<file path="src/rtl/catapult_shim_pkg.sv">
// catapult_shim_pkg: shared constants and types for the PCIe command shim.
//   - Command opcodes carried in bits [1:0] of a command word.
//   - Register map addresses for the counter block.
//   - FSM state encoding used by the top level.
package catapult_shim_pkg;

    // Command opcodes; 2 and 3 are NOPs.
    localparam logic [1:0] OP_WRITE = 2'd0;
    localparam logic [1:0] OP_READ  = 2'd1;

    // Bit position of the register address inside a command word.
    localparam int unsigned ADDR_LSB = 8;

    // Register map.
    localparam int unsigned ADDR_STEP     = 0;
    localparam int unsigned ADDR_DONE     = 1;
    localparam int unsigned ADDR_CYCLE    = 2;
    localparam int unsigned ADDR_SCRATCH0 = 3;

    typedef enum logic [1:0] {
        StIdle  = 2'd0,
        StWdata = 2'd1,
        StRresp = 2'd2
    } state_e;

endpackage

</file>
<file path="src/rtl/catapult_shim_regs.sv">
// catapult_shim_regs: host-visible register bank with the step/cycle counters.
//   clock, reset        : rising-edge clock, synchronous active-high reset
//   i_wr_en/addr/data   : write port, takes effect on the rising edge
//   i_rd_addr           : read address
//   o_rd_data           : combinational read of the pre-edge register contents
module catapult_shim_regs #(
    parameter int unsigned PCIE_WIDTH = 64,
    parameter int unsigned NUM_REGS   = 16,
    parameter int unsigned AW         = $clog2(NUM_REGS)
) (
    input  logic                  clock,
    input  logic                  reset,
    input  logic                  i_wr_en,
    input  logic [AW-1:0]         i_wr_addr,
    input  logic [PCIE_WIDTH-1:0] i_wr_data,
    input  logic [AW-1:0]         i_rd_addr,
    output logic [PCIE_WIDTH-1:0] o_rd_data
);
    import catapult_shim_pkg::*;

    logic [PCIE_WIDTH-1:0] r_step;
    logic [PCIE_WIDTH-1:0] r_cycle;
    logic [PCIE_WIDTH-1:0] r_scratch [NUM_REGS];

    logic w_step_wr;
    logic w_step_busy;
    logic w_scratch_wr;

    assign w_step_wr    = i_wr_en && (i_wr_addr == AW'(ADDR_STEP));
    assign w_scratch_wr = i_wr_en && (i_wr_addr >= AW'(ADDR_SCRATCH0));
    assign w_step_busy  = (r_step != '0);

    // A STEP write overrides the decrement; CYCLE counts off the pre-write value.
    always_ff @(posedge clock) begin
        if (reset) begin
            r_step  <= '0;
            r_cycle <= '0;
        end else begin
            if (w_step_wr) begin
                r_step <= i_wr_data;
            end else if (w_step_busy) begin
                r_step <= r_step - PCIE_WIDTH'(1);
            end
            if (w_step_busy) begin
                r_cycle <= r_cycle + PCIE_WIDTH'(1);
            end
        end
    end

    // Entries below ADDR_SCRATCH0 are never written and read back as zero-reset storage
    // that the read mux shadows with the counter views.
    always_ff @(posedge clock) begin
        if (reset) begin
            for (int i = 0; i < int'(NUM_REGS); i++) begin
                r_scratch[i] <= '0;
            end
        end else if (w_scratch_wr) begin
            r_scratch[i_wr_addr] <= i_wr_data;
        end
    end

    always_comb begin
        o_rd_data = r_scratch[i_rd_addr];
        if (i_rd_addr == AW'(ADDR_STEP)) begin
            o_rd_data = r_step;
        end else if (i_rd_addr == AW'(ADDR_DONE)) begin
            o_rd_data = {{(PCIE_WIDTH-1){1'b0}}, ~w_step_busy};
        end else if (i_rd_addr == AW'(ADDR_CYCLE)) begin
            o_rd_data = r_cycle;
        end
    end

endmodule

</file>
<file path="src/rtl/catapult_shim.sv">
// catapult_shim: single-outstanding-transaction command shim between a PCIe
// word stream and a small register bank.
//   clock, reset                 : rising-edge clock, synchronous active-high reset
//   io_pcie_in_valid/ready/bits  : host-to-shim command and write-data words
//   io_pcie_out_valid/ready/bits : shim-to-host read responses
// Command word: bits[1:0] opcode, bits[8 +: log2(NUM_REGS)] register address.
module catapult_shim #(
    parameter int unsigned PCIE_WIDTH = 64,
    parameter int unsigned NUM_REGS   = 16
) (
    input  logic                  clock,
    input  logic                  reset,
    input  logic                  io_pcie_in_valid,
    output logic                  io_pcie_in_ready,
    input  logic [PCIE_WIDTH-1:0] io_pcie_in_bits,
    output logic                  io_pcie_out_valid,
    input  logic                  io_pcie_out_ready,
    output logic [PCIE_WIDTH-1:0] io_pcie_out_bits
);
    import catapult_shim_pkg::*;

    localparam int unsigned AW = $clog2(NUM_REGS);

    state_e                r_state;
    state_e                w_state_d;
    logic [AW-1:0]         r_addr;
    logic [PCIE_WIDTH-1:0] r_out_bits;

    logic [1:0]            w_opcode;
    logic [AW-1:0]         w_cmd_addr;
    logic                  w_in_fire;
    logic                  w_out_fire;
    logic                  w_addr_load;
    logic                  w_out_load;
    logic                  w_wr_en;
    logic [PCIE_WIDTH-1:0] w_rd_data;

    assign w_opcode   = io_pcie_in_bits[1:0];
    assign w_cmd_addr = io_pcie_in_bits[ADDR_LSB +: AW];

    // Handshake outputs come from registered state only, forced low during reset.
    assign io_pcie_in_ready  = !reset && (r_state != StRresp);
    assign io_pcie_out_valid = !reset && (r_state == StRresp);
    assign io_pcie_out_bits  = r_out_bits;

    assign w_in_fire  = io_pcie_in_valid && io_pcie_in_ready;
    assign w_out_fire = io_pcie_out_valid && io_pcie_out_ready;

    catapult_shim_regs #(
        .PCIE_WIDTH (PCIE_WIDTH),
        .NUM_REGS   (NUM_REGS),
        .AW         (AW)
    ) u_regs (
        .clock      (clock),
        .reset      (reset),
        .i_wr_en    (w_wr_en),
        .i_wr_addr  (r_addr),
        .i_wr_data  (io_pcie_in_bits),
        .i_rd_addr  (w_cmd_addr),
        .o_rd_data  (w_rd_data)
    );

    always_comb begin
        w_state_d   = r_state;
        w_addr_load = 1'b0;
        w_out_load  = 1'b0;
        w_wr_en     = 1'b0;
        unique case (r_state)
            StIdle: begin
                if (w_in_fire) begin
                    if (w_opcode == OP_WRITE) begin
                        w_state_d   = StWdata;
                        w_addr_load = 1'b1;
                    end else if (w_opcode == OP_READ) begin
                        w_state_d  = StRresp;
                        w_out_load = 1'b1;
                    end
                end
            end
            StWdata: begin
                // The data word goes straight to the bank; it is never decoded.
                if (w_in_fire) begin
                    w_wr_en   = 1'b1;
                    w_state_d = StIdle;
                end
            end
            StRresp: begin
                if (w_out_fire) begin
                    w_state_d = StIdle;
                end
            end
            default: w_state_d = StIdle;
        endcase
    end

    always_ff @(posedge clock) begin
        if (reset) begin
            r_state    <= StIdle;
            r_addr     <= '0;
            r_out_bits <= '0;
        end else begin
            r_state <= w_state_d;
            if (w_addr_load) begin
                r_addr <= w_cmd_addr;
            end
            if (w_out_load) begin
                r_out_bits <= w_rd_data;
            end
        end
    end

endmodule

</file>
<file path="config.mk">
export PLATFORM = sky130hd
export DESIGN_NAME = catapult_shim
export DESIGN_NICKNAME = d
export VERILOG_FILES = /design/src/rtl/catapult_shim_pkg.sv /design/src/rtl/catapult_shim_regs.sv /design/src/rtl/catapult_shim.sv
export SDC_FILE = /design/constraint.sdc
export NUM_CORES = 2
export LEC_CHECK = 0
export CORE_ASPECT_RATIO = 0.5
export CORE_MARGIN = 2
export CORE_UTILIZATION = 50
export CTS_CLUSTER_SIZE = 28
export DETAILED_ROUTE_END_ITERATION = 8
export GPL_ROUTABILITY_DRIVEN = 0
export GPL_TIMING_DRIVEN = 0
export PLACE_DENSITY = 0.67
export RECOVER_POWER = 100
export SLEW_MARGIN = 40
export SYNTH_ARGS = -nofsm -noshare
export SYNTH_HDL_FRONTEND = slang
export SYNTH_SLANG_ARGS = --single-unit
</file>
<file path="constraint.sdc">
create_clock -name clock -period 4.07 [get_ports clock]
set_clock_uncertainty 0.15 [all_clocks]
set_input_delay 0.814 -clock clock [delete_from_list [all_inputs] [get_ports clock]]
set_output_delay 0.814 -clock clock [all_outputs]
set_load 0.005 [all_outputs]
</file>
==> impl_metrics.csv <==
group,metric,value,unit
job,cap_violations,1,
clocking,ctsHtreeMaxLevel,3,
yosys,synth.distinct_cells,63,
timing,final_max_slew_viol_count,25,
critical_path,cp_data_required_time,3.11,ns
yosys,synth_common_cells,"edfxtp_1 (958), and2_1 (841), clkbuf_1 (303), mux4_2 (256), nor2_1 (215)",
placed_design,dpl.hpwl,112500,microns
timing,timing.slew.headroom,-13.31,%
timing,finalSetupTns,-0.006350,ns
clocking,clock-sinks,1156,
placed_design,dp.cells,5469,
yosys,synth.area.top_cells,"edfxtp_1 (55%), mux4_2 (11%), and2_1 (10%)",
yosys,yosysMostFrequentCell,"edfxtp_1",
timing,finalHoldViolations,0,
critical_path,critPathKind,"input port to primary output",
placed_design,port_buffers,130,
grt,grt_pass1_vias,32780,
finish,fin_area,0.06026,sq mm
critical_path,cp_max_fo,10,
clocking,clkSlewWorstSetupHoldPaths,0.06,ns
route,antenna_left,0,
die,rows,83,
clocking,cts_made_buffers,105,
timing,finalCriticalPeriod,4.076,ns
yosys,synth_area,0.05211,sq mm
die,dieArea,0.1070,sq mm
die,die_h,232.3,microns
grt,grt_overflow,0,
timing,fin_crit_sh,100.2,%
finish,nets,4245,
timing,setup_viol,1,
pwr,report.power.total,29.85,mW
yosys,synth-seq-area-share,62.81,%
critical_path,r2r_start,"u_regs.r_step[4]",
yosys,synth_top_family_by_area,"simple AND/OR/NAND/NOR gates",
yosys,synth_edf_count,958,
yosys,synthAdderAreaFrac,0.07203,%
route,via_per_inst,5.941,
yosys,synth-compound-area-share,4.900,%
yosys,yosys.area_share.simple,16.06,%
pwr,power_leakage,20.93,nW
grt,antenna_found_initial,11,
route,num_vias,33730,
finish,fillers,8068,
clocking,clock_path_buffers,3,
die,io_pins,134,
placed_design,pre_cts_ws,-1.136,ns
timing,worst_pin_slew,1.700,ns
yosys,yosys.area.top_type,"edfxtp_1",
outcome,violations,"max-capacitance violations, max-slew violations, negative setup slack",
critical_path,cp.arrival,3.11,ns
yosys,syn_avg_cell_area,13.83,sq um
die,initial_core_util,50.64,%
route,drt-initial-drc-count,4716,
grt,track_usage,28.63,%
critical_path,rrSetupSlack,0.02,ns
finish,regArea,0.03273,sq mm
yosys,synth_flop_cell,"edfxtp_1",
clocking,cts_root_buffer,"clkbuf_16",
yosys,syn_inst,3768,
timing,setup_ws,-0.006350,ns
route,routed_wl,151600,microns
clocking,cts_tree,"done",
critical_path,critical_path.startpoint,"reset",
clocking,clk_latency,0.71,ns
yosys,synth_top_area_share,55.20,%
timing,rsz0062_at_grt,"no",
outcome,status,"complete, but fails checks",
worst_hold_path,hp-class,"flop to flop",
grt,grt_start_max_net_pins,33,
route,dr.pass1.iters,6,
critical_path,worstSetupStartpointType,"input port",
route,wl_per_cell,26.71,microns
finish,fin_cells,5677,
finish,drive_gt1_share,13.32,%
grt,grt_pass1_wl,221200,microns
yosys,synthArstFlopShare,0,%
critical_path,end_kind,"primary output",
worst_hold_path,min_from,"u_regs.r_step[59]",
finish,syn_to_final_growth,15.63,%
timing,fmax,0.2453,GHz
route,drc,0,
yosys,yosys_warnings,0,
die,core-area,0.1029,sq mm
yosys,synth_seq_cells,1156,
finish,multiInputGateArea,0.01861,sq mm
yosys,synthMuxAreaShare,12.43,%
die,die_w,460.6,microns
placed_design,placed_cell_area,0.05673,sq mm
pwr,ir_drop,0.3313,mV
yosys,synth_xor_area_share,1.176,%
pwr,power_density,495.4,mW/mm^2
-- critical path, cell delays in order --
cell             delay (ns)
dlygate4sd2_1          0.46
clkbuf_1               0.40
clkbuf_2               0.39
clkbuf_2               0.41
a21oi_1                0.16
clkdlybuf4s50_1        0.48
-- routing by layer --
layer / track usage (%) / part of all wire [%] / vias to the layer above
li1: - / - / 14680
met1: 40.90 / 41 / 17050
met2: 43.39 / 45 / 1752
met3: 6.904 / 11 / 246
met4: 9.200 / 3.5 / 0
met5: 0 / 0 / -
-- worst paths after layout --
check             depth (start not counted)                    to
setup / recovery                          6      io_pcie_in_ready
hold / removal                            2  io_pcie_out_bits[59]
setup reg to reg                         10     u_regs.r_step[18]
hold reg to reg                           2  io_pcie_out_bits[59]
-- timing repair --
action	in CTS	in global routing
buffers inserted	0	0
hold buffers	0	0
endpoints found under the setup margin	46	13
gates resized for setup	11	2
-- registers in the layout (all words and copies together) (netlist names) --
| signal | cells |
|---|---|
| r_state | 2 |
| r_addr | 4 |
| io_pcie_out_bits | 64 |
| u_regs.r_step | 64 |
| u_regs.r_cycle | 64 |
| u_regs.r_scratch | 958 |
-- placed cells by master, fill, tap and decap left out, types with 11 or more instances in the layout --
master and count:
a211oi_1 16, a21oi_1 131, a311oi_1 66, and2_0 493, and2_1 348, and3_1 16
buf_12 18, buf_16 11, bufinv_16 15, clkbuf_1 287, clkbuf_16 109, clkbuf_2 50
clkdlybuf4s50_1 64, clkinv_1 20, clkinv_2 14, conb_1 126, dfxtp_1 198, diode_2 11
dlygate4sd3_1 65, edfxtp_1 958, inv_1 13, mux2i_1 69, mux4_2 256, nand2_1 146
nand3_1 46, nand3b_1 11, nand4_1 23, nor2_1 215, nor3_1 29, nor4_1 17
o211ai_1 64, o21ai_0 66, o31ai_1 14, or2_2 11, or3_1 42, or4_1 21
xnor2_1 51, xor2_1 19
-- per-stage QoR --
stage	hold slack (ns)	util [%]
after global placement	0.3395	54.06
final	0.3590	58.55
after floorplan	0.3020	-
after global routing	0.3798	58.53
after CTS	0.3526	58.66
after detailed placement	0.3422	55.12
-- logic make-up after synthesis --
kind of cell | count (synthesis)
AND/OR/NAND/NOR | 1474
flip-flops | 1156
AO/OA/AOI/OAI | 390
buffers and inverters | 347
multiplexers | 327
XOR/XNOR | 70
adder cells (fa/ha/maj) | 3
other | 1
-- power by group --
part           switching, mW  internal (mW)
logic                   3.41           1.90
clock network           4.50           6.03
registers              0.546           13.5
total                   8.46           21.4
-- area by class of cell --
type	count	share of cell area, %
tap	1402	2.911
clock inverter	61	1.152
buffer	333	2.211
inverter	13	0.08098
timing repair buffer	175	3.540
clock buffer	136	4.861
multi-input combinational	2390	30.88
sequential	1156	54.32
antenna	11	0.04568
No activity file was read; power rests on OpenSTA's default activity.
